## src/rtl/instr_fetch.sv

```systemverilog
// Instruction fetch stage: latches PC on fetch_start, does a req/ack read of instruction memory
// and loads the instruction register. Optional REQ watchdog enabled by `define IFETCH_TIMEOUT_EN.
module instr_fetch #(
  parameter int unsigned TIMEOUT_CYCLES = 16,
  parameter logic [31:0] NOP_WORD       = 32'h0000_0000
) (
  input  logic        click,
  input  logic        reset,
  input  logic [31:0] PC,
  input  logic        fetch_start,
  input  logic        flush,
  output logic        imem_req,
  output logic [31:0] imem_addr,
  input  logic [31:0] imem_rdata,
  input  logic        imem_ack,
  output logic [31:0] IR,
  output logic        ir_valid,
  output logic        fetch_busy,
  output logic        fetch_done,
  output logic        fetch_fault
);

  typedef enum logic [0:0] {StIdle, StReq} state_e;

  state_e      state_q, state_d;
  logic        req_q, req_d;
  logic [31:0] addr_q, addr_d;
  logic [31:0] ir_q, ir_d;
  logic        valid_q, valid_d;
  logic        done_q, done_d;
  logic        fault_q, fault_d;
  logic        timeout_hit;

`ifdef IFETCH_TIMEOUT_EN
  localparam logic [7:0] TimeoutLast = 8'(TIMEOUT_CYCLES - 1);

  logic [7:0] cnt_q, cnt_d;

  // cnt_q counts completed REQ cycles without an ack; the current cycle is number cnt_q + 1.
  assign timeout_hit = (state_q == StReq) && !imem_ack && (cnt_q >= TimeoutLast);

  always_comb begin
    cnt_d = cnt_q;
    if (state_q == StIdle) begin
      cnt_d = '0;
    end else if (!imem_ack && !timeout_hit) begin
      cnt_d = cnt_q + 8'd1;
    end
  end

  always_ff @(posedge click or negedge reset) begin
    if (!reset) begin
      cnt_q <= '0;
    end else begin
      cnt_q <= cnt_d;
    end
  end
`else
  logic unused_timeout_cfg;

  assign unused_timeout_cfg = ^TIMEOUT_CYCLES;
  assign timeout_hit        = 1'b0;
`endif

  always_comb begin
    state_d = state_q;
    req_d   = req_q;
    addr_d  = addr_q;
    ir_d    = ir_q;
    valid_d = valid_q;
    done_d  = 1'b0;
    fault_d = 1'b0;

    if (flush) begin
      // Flush overrides everything, including a coincident ack or start.
      state_d = StIdle;
      req_d   = 1'b0;
      ir_d    = NOP_WORD;
      valid_d = 1'b0;
    end else begin
      unique case (state_q)
        StIdle: begin
          if (fetch_start) begin
            if (PC[1:0] == 2'b00) begin
              state_d = StReq;
              req_d   = 1'b1;
              addr_d  = PC;
              valid_d = 1'b0;
            end else begin
              fault_d = 1'b1;
              ir_d    = NOP_WORD;
              valid_d = 1'b0;
            end
          end
        end
        StReq: begin
          if (imem_ack) begin
            state_d = StIdle;
            req_d   = 1'b0;
            ir_d    = imem_rdata;
            valid_d = 1'b1;
            done_d  = 1'b1;
          end else if (timeout_hit) begin
            state_d = StIdle;
            req_d   = 1'b0;
            ir_d    = NOP_WORD;
            valid_d = 1'b0;
            fault_d = 1'b1;
          end
        end
        default: begin
          state_d = StIdle;
          req_d   = 1'b0;
        end
      endcase
    end
  end

  always_ff @(posedge click or negedge reset) begin
    if (!reset) begin
      state_q <= StIdle;
      req_q   <= 1'b0;
      addr_q  <= '0;
      ir_q    <= NOP_WORD;
      valid_q <= 1'b0;
      done_q  <= 1'b0;
      fault_q <= 1'b0;
    end else begin
      state_q <= state_d;
      req_q   <= req_d;
      addr_q  <= addr_d;
      ir_q    <= ir_d;
      valid_q <= valid_d;
      done_q  <= done_d;
      fault_q <= fault_d;
    end
  end

  assign imem_req    = req_q;
  assign imem_addr   = addr_q;
  assign IR          = ir_q;
  assign ir_valid    = valid_q;
  assign fetch_busy  = (state_q == StReq);
  assign fetch_done  = done_q;
  assign fetch_fault = fault_q;

endmodule

```

## config.mk

```make
export PLATFORM = sky130hd
export DESIGN_NAME = instr_fetch
export DESIGN_NICKNAME = d
export VERILOG_FILES = /design/src/rtl/instr_fetch.sv
export SDC_FILE = /design/constraint.sdc
export NUM_CORES = 1
export LEC_CHECK = 0
export ABC_AREA = 1
export CAP_MARGIN = 15
export CORE_UTILIZATION = 41
export DETAILED_ROUTE_END_ITERATION = 7
export PLACE_DENSITY = 0.76
export SYNTH_ARGS = -nofsm -noshare
export SYNTH_HDL_FRONTEND = slang
export SYNTH_SLANG_ARGS = --single-unit
```

## constraint.sdc

```tcl
create_clock -name click -period 1.45 [get_ports click]
set_input_delay 0.29 -clock click [delete_from_list [all_inputs] [get_ports click]]
set_output_delay 0.29 -clock click [all_outputs]
set_load 0.02 [all_outputs]
```

# --- After elaboration in Yosys (flattened, before gate mapping) ---
# Index checks and enable logic that the tools add are counted.
totals:
  ff_bits: 69
  wordCells: 44
  output_inout_bits: 69
  inputBits: 69
classes:
  mux: 26
  bitwise: 2
  eq_ne: 4
  n_reduce_logical: 5
op_table:
  columns: ["op", "count"]
  rows:
  - ["32-bit two-way mux", 4]
  - ["32-bit case mux with 2 select lines", 1]
  - ["1-bit two-way mux", 17]
  - ["3-bit inequality test, second input constant", 4]
  - ["1-bit case mux with 2 select lines", 4]
  - ["3-bit AND reduction", 2]
  - ["4-bit AND reduction", 1]
  - ["2-bit zero test", 1]
  - ["1-bit NOT", 2]
  - ["2-bit AND reduction", 1]

# --- Logic depth before layout (Yosys ltp) ---
# Gate-level depths: netlist of run 1.
logic_depth:
  word_depth: 5
  depth_mapped: 7
  depth_no_buf: 6

# --- Least setup slack after synthesis of run 1 ---
# No wires, ideal clock.
synth_timing:
  path_type: "register to register"
  start: "register state_q, in the netlist fetch_busy"
  end: "register addr_q[10], in the netlist imem_addr[10]"
  required_time_ns: 1.334
  path_stages_with_launch: 7
  n_path_buf: 2
  slack_ns: 0.166
  setup_ns: 0.116
  arrival_ns: 1.167
  synth_period_minus_slack_ns: 1.284
  path_cell_list: "dfrtp_1 > buf_4 > nor2_8 > nand3_2 > buf_2 > nand2_1 > nand2_1"
synth_between:
  elab_chain_cells: 2
synth_lines:
  columns: ["item", "line", "source"]
  rows:
  - ["start, declared", "25", "state_e state_q, state_d;"]
  - ["start signal, assigned", "121", "state_q <= StIdle;"]
  - ["start signal, assigned", "129", "state_q <= state_d;"]
  - ["1-bit NOT (no line)", null, null]
  - ["4-bit AND reduction (no line)", null, null]
  - ["end signal, assigned", "131", "addr_q <= addr_d;"]
  - ["end, declared", "27", "logic [31:0] addr_q, addr_d;"]
# No other way between the ends.
# A chain may end at the register's enable or synchronous reset.

# --- Final worst setup path of run 1 ---
layout_timing:
  start: "register addr_q[13], in the netlist imem_addr[13]"
  end: "output imem_addr[13]"
layout_lines:
  columns: ["item", "line", "source"]
  rows:
  - ["end, declared", "13", "output logic [31:0] imem_addr,"]
# No word-level cell between the ends.

==> metrics, run 1 <==
status finished, final reports clean; # fillers 612; global-route wire length before repair 12700 um; setup skew after layout 8.14 ps; HP Start imem_addr[1]; Seq/Total Area, Yosys 57.6%; DP Cell Count 606; Setup TNS 0 ps; Vias/cell 4.61; ant diodes 0; Crit path largest cell delay 400 ps; Final Max Slew Viols 0; fin crit share 93.1%; CTS sink cnt 69; Final Hold Vio Count 0; r2r endpoint imem_addr[3]; Final Cell Area 0.00472 mm2; DRC Markers 0; r2r startpoint fetch_busy; syn_nets 442; DRT Pass-1 Iters 5; worst endpoint required time 1160 ps; RSZ-0062 raised after global routing false; routed len/inst 12.6 um; CTS clk-pin slew, worst paths 80 ps; crit-path cells dlygate4sd2_1; CTS buffer count 9; DPL Wire Length 5660 um; global placer's final weighted congestion 0.837; Synth Register Bits 69; cell count of the worst hold path 2; Unique masters post-synth 15; initial detailed-routing violation count 150; end of the worst hold path imem_addr[1]; CTS tree done; Core Box Area 0.00694 mm2; Cells after Synth 373; critical path class register to output pin; initial antenna violation count 0; YS warnings 0; final WL 7840 um; Crit path arrival time 1060 ps; CP top delay family flip-flops; FMAX 741 MHz; largest net degree at the start of global routing 50; vias 2867; Setup crit end kind output pin; slew at the pin closest to its max-slew limit 265 ps; non-filler cells, final 622; Reg2Reg Depth 7; Leak 2.66 nW; Initial Util 43.2%; IO Count 138; htree depth 3; Chip Width 87.5 um; Final nets 591; pwr dens 1050 mW/mm2; fin util 68.0%; DP Area 0.00459 mm2; post-layout min period 1350 ps; Cell Area, Synth 0.00300 mm2; clk root buf clkbuf_8; Die Ht 87.5 um; clock latency at the later pin of the worst-skew pair 330 ps; grt total ovfl 0; Setup-failing EPs final 0; CTS Buffer Depth 2; Bufs and invs on worst path 1; area grow syn2layout 57.5%; die area 0.00766 mm2; gr usage total 21.6%; Slew headroom 82.4%; worst-path maximum fanout 2; most frequent cells in the layout nand2_1, dfrtp_1, dlygate4sd2_1; Max-Cap Viols 0; slowest stage cell, crit path dfrtp_1; ANT nets after route 0; Reg2Reg Setup Slack 150 ps; Row Count 30; worst hold path type register to register; Mean Syn Cell Area 8.04 um2; number of global-route vias before repair 2795; # port buffers 137; Worst setup SP type register; ratio of cells with drive above 1 in the final layout 8.37%; most common cell after layout, fill and taps aside nand2_1; Max VDD drop 0.000643 V
==> cells by family (layout without fill, tap and decap cells) <==
logic type / count (synthesis) / in the layout / synth area share [%]
flops: 69 / 69 / 57.6
compound gates: 2 / 2 / 0.417
buf+inv: 31 / 184 / 5.51
simple gates: 271 / 271 / 36.5
==> synth_stat cells <==
| cell | n | share of area (%) |
|---|---|---|
| nor2_1 | 35 | 4.4 |
| nand2_2 | 2 | 0.42 |
| o21bai_1 | 1 | 0.25 |
| buf_2 | 12 | 2.0 |
| inv_2 | 1 | 0.13 |
| dfrtp_1 | 69 | 58 |
| nor2_8 | 1 | 0.67 |
| nand2_1 | 196 | 25 |
| clkbuf_1 | 3 | 0.38 |
| buf_4 | 7 | 1.8 |
| nand3_1 | 35 | 5.8 |
| inv_1 | 7 | 0.88 |
| buf_6 | 1 | 0.38 |
| nand3_2 | 2 | 0.67 |
| o21ai_1 | 1 | 0.17 |
==> state kept, by name, indices dropped and copies added, names as in the netlist <==
signal and count:
imem_addr 32, fetch_busy 1, imem_req 1, fetch_done 1, fetch_fault 1, IR 32
ir_valid 1
==> per-layer routing <==
metal / vias up / GRT usage (%) / part of all wire (%)
li1: 1435 / - / -
met3: 16 / 5.31 / 7.3
met1: 1302 / 26.9 / 43
met4: 0 / 9.99 / 2.7
met2: 114 / 35.5 / 47
met5: - / 0 / 0
==> power breakdown <==
part | internal, W | total (W) | switching, W
Sequential | 0.00210 | 0.00220 | 0.0000999
Clock | 0.00100 | 0.00170 | 0.000698
Combinational | 0.000480 | 0.00106 | 0.000576
Total | 0.00359 | 0.00496 | 0.00137
==> area by class of cell <==
type	count	area [um2]	share of cell area (%)
Clock buffer	11	141	2.99
Sequential cell	69	1730	36.6
Clock inverter	4	72.6	1.54
Tap cell	96	120	2.54
Inverter	8	30.0	0.636
Timing Repair Buffer	161	1530	32.3
Multi-Input combinational cell	273	1110	23.4
==> worst max path at each step <==
stage | depth (start not counted) | endpoint | start | slack (ps)
4_1_cts | 1 | imem_addr[21] | imem_addr[21] | 90
3_3_place_gp | 8 | imem_addr[10] | flush | -190
6_report | 1 | imem_addr[13] | imem_addr[13] | 100
5_1_grt | 8 | imem_addr[17] | flush | 30
3_5_place_dp | 8 | IR[21] | flush | -240
2_1_floorplan | 6 | imem_addr[10] | fetch_busy | 170
==> metrics by stage <==
stage	total power [W]	hold slack (ps)	setup WS, ps
4_1_cts	0.00500	473	89.0
3_5_place_dp	0.00343	319	-238
3_3_place_gp	0.00341	309	-186
6_report	0.00496	470	100
2_1_floorplan	0.00272	-5.59	166
5_1_grt	0.00519	481	27.8
==> repair_timing <==
item,in CTS,in global routing
setup buffers,0,0
hold buffers,1,0
endpoints found under the setup margin,69,0
gates resized for setup,69,0
endpoints found under the hold margin,69,0
Power figures use the tool's default switching activity.
==> run 2, diff against run 1 <==
Settings changed: SKIP_LAST_GASP from default to 1.
Clock period 1.45 ns to 1.4 ns, I/O delays scaled along.
==> run 2 against run 1 <==
Against the previous run: sequential share of layout area grew 0.28 points; clock power shrank 14%; critical path type unchanged; flip-flop and latch count is the same; total power shrank 2.5%; clock-buffer cell count grew 3; highest routed layer unchanged; cell area shrank 0.77%; clock skew shrank 3.9 ps; routed wire length grew 2.4%; global-route usage grew 0.61 points; non-clock buffer count is the same; core utilization shrank 0.52 points.
==> metrics, run 2 (synthesized netlist as in run 1, its figures left out) <==
fin crit share 95.8%; Crit path arrival time 1060 ps (about the same); Chip Width 87.5 um (unchanged); # port buffers 137 (unchanged); worst-path maximum fanout 2 (unchanged); setup skew after layout 4.25 ps (-3.89 ps); vias 2926 (+2.1%); final WL 8030 um (+2.4%); IO Count 138 (unchanged); Hold Slack 411 ps (-58.8 ps); most common cell after layout, fill and taps aside nand2_1; Slew headroom 74.9% (-7.5 points); Max VDD drop 0.000632 V (-1.8%); Setup crit end kind output pin; pwr dens 1030 mW/mm2 (-1.8%); critical path class register to output pin; DRC Markers 0 (unchanged); global-route wire length before repair 13000 um (+2.2%); switching share of power 28.6% (+0.90 points); Clk network pwr share 30.2% (-4.1 points); initial antenna violation count 0 (unchanged); area grow syn2layout 56.3%; Max-Cap Viols 0 (unchanged); largest net degree at the start of global routing 36 (-28%); routed len/inst 12.9 um (+2.4%); CTS tree done; worst hold path type input port to async pin; Final nets 591 (unchanged); Worst setup SP type register; Final Max Slew Viols 0 (unchanged); die area 0.00766 mm2 (unchanged); CTS Buffer Depth 2 (unchanged); Logic pwr share 22.7% (+1.4 points); Row Count 30 (unchanged); Core Box Area 0.00694 mm2 (unchanged); Reg2Reg Depth 7 (unchanged); Leak 2.65 nW (-0.48%); initial detailed-routing violation count 161 (+7.3%); global placer's final weighted congestion 0.839 (+0.26%); crit-path cells dlygate4sd2_1; Crit path largest cell delay 400 ps (about the same); clock latency at the later pin of the worst-skew pair 340 ps (about the same); Net Switching 0.00138 W (+0.66%); clk root buf clkbuf_8; ratio of cells with drive above 1 in the final layout 8.17% (-0.19 points); Setup-failing EPs final 0 (unchanged); Initial Util 43.2% (unchanged); Crit path depth 1 (unchanged); ANT nets after route 0 (unchanged); slowest stage cell, crit path dfrtp_1; ant diodes 0 (unchanged); most frequent cells in the layout nand2_1, dfrtp_1, dlygate4sd2_1; post-CTS setup buffers 0 (unchanged); post-layout min period 1340 ps; DP Cell Count 606 (unchanged); CP top delay family flip-flops; Vias/cell 4.70 (+2.1%); CTS buffer count 9 (unchanged); RSZ-0062 raised after global routing false; DRT Pass-1 Iters 4 (-1); CTS clk-pin slew, worst paths 70 ps (about the same); sequential share of power 47.1% (+2.7 points); Final Hold Vio Count 0 (unchanged); grt total ovfl 0 (unchanged); Bufs and invs on worst path 1 (unchanged); non-filler cells, final 622 (unchanged); Tot Pwr 0.00483 W (-2.5%); status finished, final reports clean; worst endpoint required time 1120 ps (-40 ps); FMAX 745 MHz; Die Ht 87.5 um (unchanged); Int Pwr 0.00345 W (-3.7%); gr usage total 22.2% (+0.61 points); DPL Wire Length 5830 um (+3.0%); CTS sink cnt 69 (unchanged); number of global-route vias before repair 2865 (+2.5%); slew at the pin closest to its max-slew limit 377 ps (+112 ps); htree depth 3 (unchanged)
[run 2: changes by cell type in the layout (fill, tap and decap cells not counted)]
| cell | delta |
|---|---|
| bufinv_16 | -2 |
| clkinvlp_4 | -1 |
| clkbuf_1 | +1 |
| clkbuf_8 | +2 |
[run 2: metrics by stage]
step	setup slack (ps)	utilization, %	TNS, ps	area, um2
3_5_place_dp	-261	66.0	-15160	4590
5_1_grt	3.60	67.5	0	4690
2_1_floorplan	116	-	0	3000
6_report	58.3	67.5	0	4690
3_3_place_gp	-222	66.0	-12900	4590
4_1_cts	40.5	67.5	0	4690
[run 2: power by group through the flow]
stage                     Clock (W)  Combinational, W  Sequential (W)
final                       0.00146           0.00110         0.00228
after global routing        0.00160           0.00119         0.00230
after CTS                   0.00149           0.00111         0.00228
after detailed placement          0           0.00124         0.00231
after global placement            0           0.00121         0.00232
after floorplan                   0          0.000282         0.00254
[run 2: routing by layer]
layer	vias to the layer above	global-route usage (%)	share of wire, %
met4	0	10.4	2.8
li1	1440	-	-
met2	119	37.0	49
met5	-	0	0
met1	1349	26.9	40
met3	18	5.88	8.2
[run 2: cell type report]
| type | instances | area, um2 |
|---|---|---|
| fill | 614 | 2260 |
| sequential | 69 | 1730 |
| timing repair buffer | 161 | 1530 |
| multi-input combinational | 273 | 1110 |
| clock buffer | 14 | 173 |
| tap | 96 | 120 |
| inverter | 8 | 30.0 |
| clock inverter | 1 | 5.00 |
[run 2: what timing repair did]
| item | 4_1_cts | 5_1_grt |
|---|---|---|
| endpoints found under the hold margin | 14 | 0 |
| endpoints found under the setup margin | 69 | 0 |
| hold buffers | 1 | 0 |
| gates resized for setup | 69 | 0 |
[run 2: path summary, 6_finish.rpt]
path,start,slack (ps),to
hold reg to reg,imem_addr[1],460,imem_addr[1]
hold / removal,reset,410,IR[11]
max in group asynchronous,reset,400,IR[29]
min in group click,imem_addr[1],460,imem_addr[1]
setup reg to reg,fetch_busy,100,imem_addr[6]
setup / recovery,imem_addr[19],60,imem_addr[19]
==> run 3, diff against run 2 <==
Settings changed: CAP_MARGIN 15 to default, CTS_CLUSTER_SIZE from default to 8, REMOVE_ABC_BUFFERS from default to 1.
==> run 3 against run 2 <==
Against the previous run: core utilization rose by 0.68 points; global-route usage rose by 0.17 points; routed wire length increased by 6.3%; clock-buffer cell count down 3; setup slack got worse by 38 ps; flip-flop and latch count is the same; critical path depth is the same; worst hold slack improved by 52 ps; non-clock buffer count down 5; critical path type unchanged.
==> metrics, run 3 (synthesized netlist as in run 1, its figures left out) <==
Slew headroom 75.5% (+0.63 points); ratio of cells with drive above 1 in the final layout 8.24% (+0.063 points); IO Count 138 (unchanged); DRT Pass-1 Iters 4 (unchanged); Setup-failing EPs final 0 (unchanged); Core Box Area 0.00694 mm2 (unchanged); CP top delay family flip-flops; grt total ovfl 0 (unchanged); Die Ht 87.5 um (unchanged); CTS Buffer Depth 2 (unchanged); Final Max Slew Viols 0 (unchanged); Crit path arrival time 1100 ps (+40 ps); ANT nets after route 0 (unchanged); slowest stage cell, crit path dfrtp_1; post-layout min period 1380 ps (+38.1 ps); initial detailed-routing violation count 196 (+22%); global placer's final weighted congestion 0.808 (-3.7%); CTS clk-pin slew, worst paths 80 ps (about the same); Vias/cell 4.69 (-0.35%); gr usage total 22.4% (+0.17 points); crit-path cells dlygate4sd2_1; routed len/inst 13.8 um (+7.0%); area grow syn2layout 57.9%; global-route wire length before repair 13100 um (+0.85%); most common cell after layout, fill and taps aside nand2_1; Crit path largest cell delay 390 ps (about the same); Tot Pwr 0.00524 W (+8.4%); clk root buf clkbuf_8; fin util 68.2% (+0.68 points); CTS sink cnt 69 (unchanged); # port buffers 137 (unchanged); ant diodes 0 (unchanged); DRC Markers 0 (unchanged); Max-Cap Viols 0 (unchanged); most frequent cells in the layout nand2_1, dfrtp_1, dlygate4sd2_1; number of global-route vias before repair 2723 (-5.0%); CTS tree done; Bufs and invs on worst path 1 (unchanged); status finished, final reports clean; DP Cell Count 600 (-0.99%); non-filler cells, final 618 (-0.64%); Row Count 30 (unchanged); post-CTS setup buffers 0 (unchanged); slew at the pin closest to its max-slew limit 367 ps (-9.43 ps); DPL Wire Length 5780 um (-0.88%); vias 2897 (-0.99%); CTS buffer count 9 (unchanged); htree depth 3 (unchanged); setup skew after layout 6.27 ps (+2.01 ps); clock latency at the later pin of the worst-skew pair 330 ps (about the same); Leak 2.65 nW (+0.23%); critical path class register to output pin; die area 0.00766 mm2 (unchanged); Hold Slack 463 ps (+52.5 ps); Final Hold Vio Count 0 (unchanged); FMAX 725 MHz (-2.8%); worst-path maximum fanout 2 (unchanged); worst hold path type register to register; Max VDD drop 0.000546 V (-14%); final WL 8530 um (+6.3%); pwr dens 1110 mW/mm2 (+7.3%); Setup crit end kind output pin; Chip Width 87.5 um (unchanged); Initial Util 43.2% (unchanged); largest net degree at the start of global routing 70 (+94%); RSZ-0062 raised after global routing true; worst endpoint required time 1120 ps (about the same); fin crit share 98.6% (+2.7 points); Final nets 586 (-0.85%); initial antenna violation count 0 (unchanged); Setup TNS 0 ps (unchanged); Worst setup SP type register
[run 3: layout make-up]
| type | count | area (um2) |
|---|---|---|
| clock buffer | 11 | 151 |
| clock inverter | 5 | 82.6 |
| fill | 593 | 2210 |
| inverter | 8 | 30.0 |
| multi-input combinational | 273 | 1110 |
| sequential | 69 | 1730 |
| tap | 96 | 120 |
| timing repair buffer | 156 | 1510 |
[run 3: timing repair]
item,4_1_cts,5_1_grt
hold endpoints to repair,69,0
hold buffers,1,0
endpoints found under the setup margin,69,40
gates cloned,0,1
resized for setup,69,3
[run 3: path summary, 6_finish.rpt]
path	startpoint	endpoint	slack, ps	cells past startpoint
worst max-delay path	fetch_busy	fetch_busy	20	1
worst min-delay path	imem_addr[0]	imem_addr[0]	460	2
worst max register to register	fetch_busy	IR[10]	70	6
worst min register to register	imem_addr[0]	imem_addr[0]	460	2
max in group asynchronous	reset	IR[10]	600	3
min in group asynchronous	reset	IR[17]	500	3
[run 3: through the flow]
step	setup WS (ps)	area [um2]
6_report	20.2	4730
3_5_place_dp	-258	4540
2_1_floorplan	-800	2860
5_1_grt	-5.47	4730
3_3_place_gp	-196	4540
4_1_cts	24.8	4700
[run 3: power by group]
group | internal [W] | switching (W) | leakage [nW]
combinational | 0.000498 | 0.000626 | 1.63
clock | 0.00110 | 0.000750 | 0.108
sequential | 0.00218 | 0.0000917 | 0.918
total | 0.00377 | 0.00147 | 2.65
[run 3: metal layers]
metal | global-route usage, % | share of wire [%] | vias to the layer above
li1 | - | - | 1430
met1 | 28.0 | 40 | 1353
met2 | 37.7 | 52 | 98
met3 | 3.13 | 4.7 | 16
met4 | 11.9 | 2.7 | 0
met5 | 0 | 0 | -
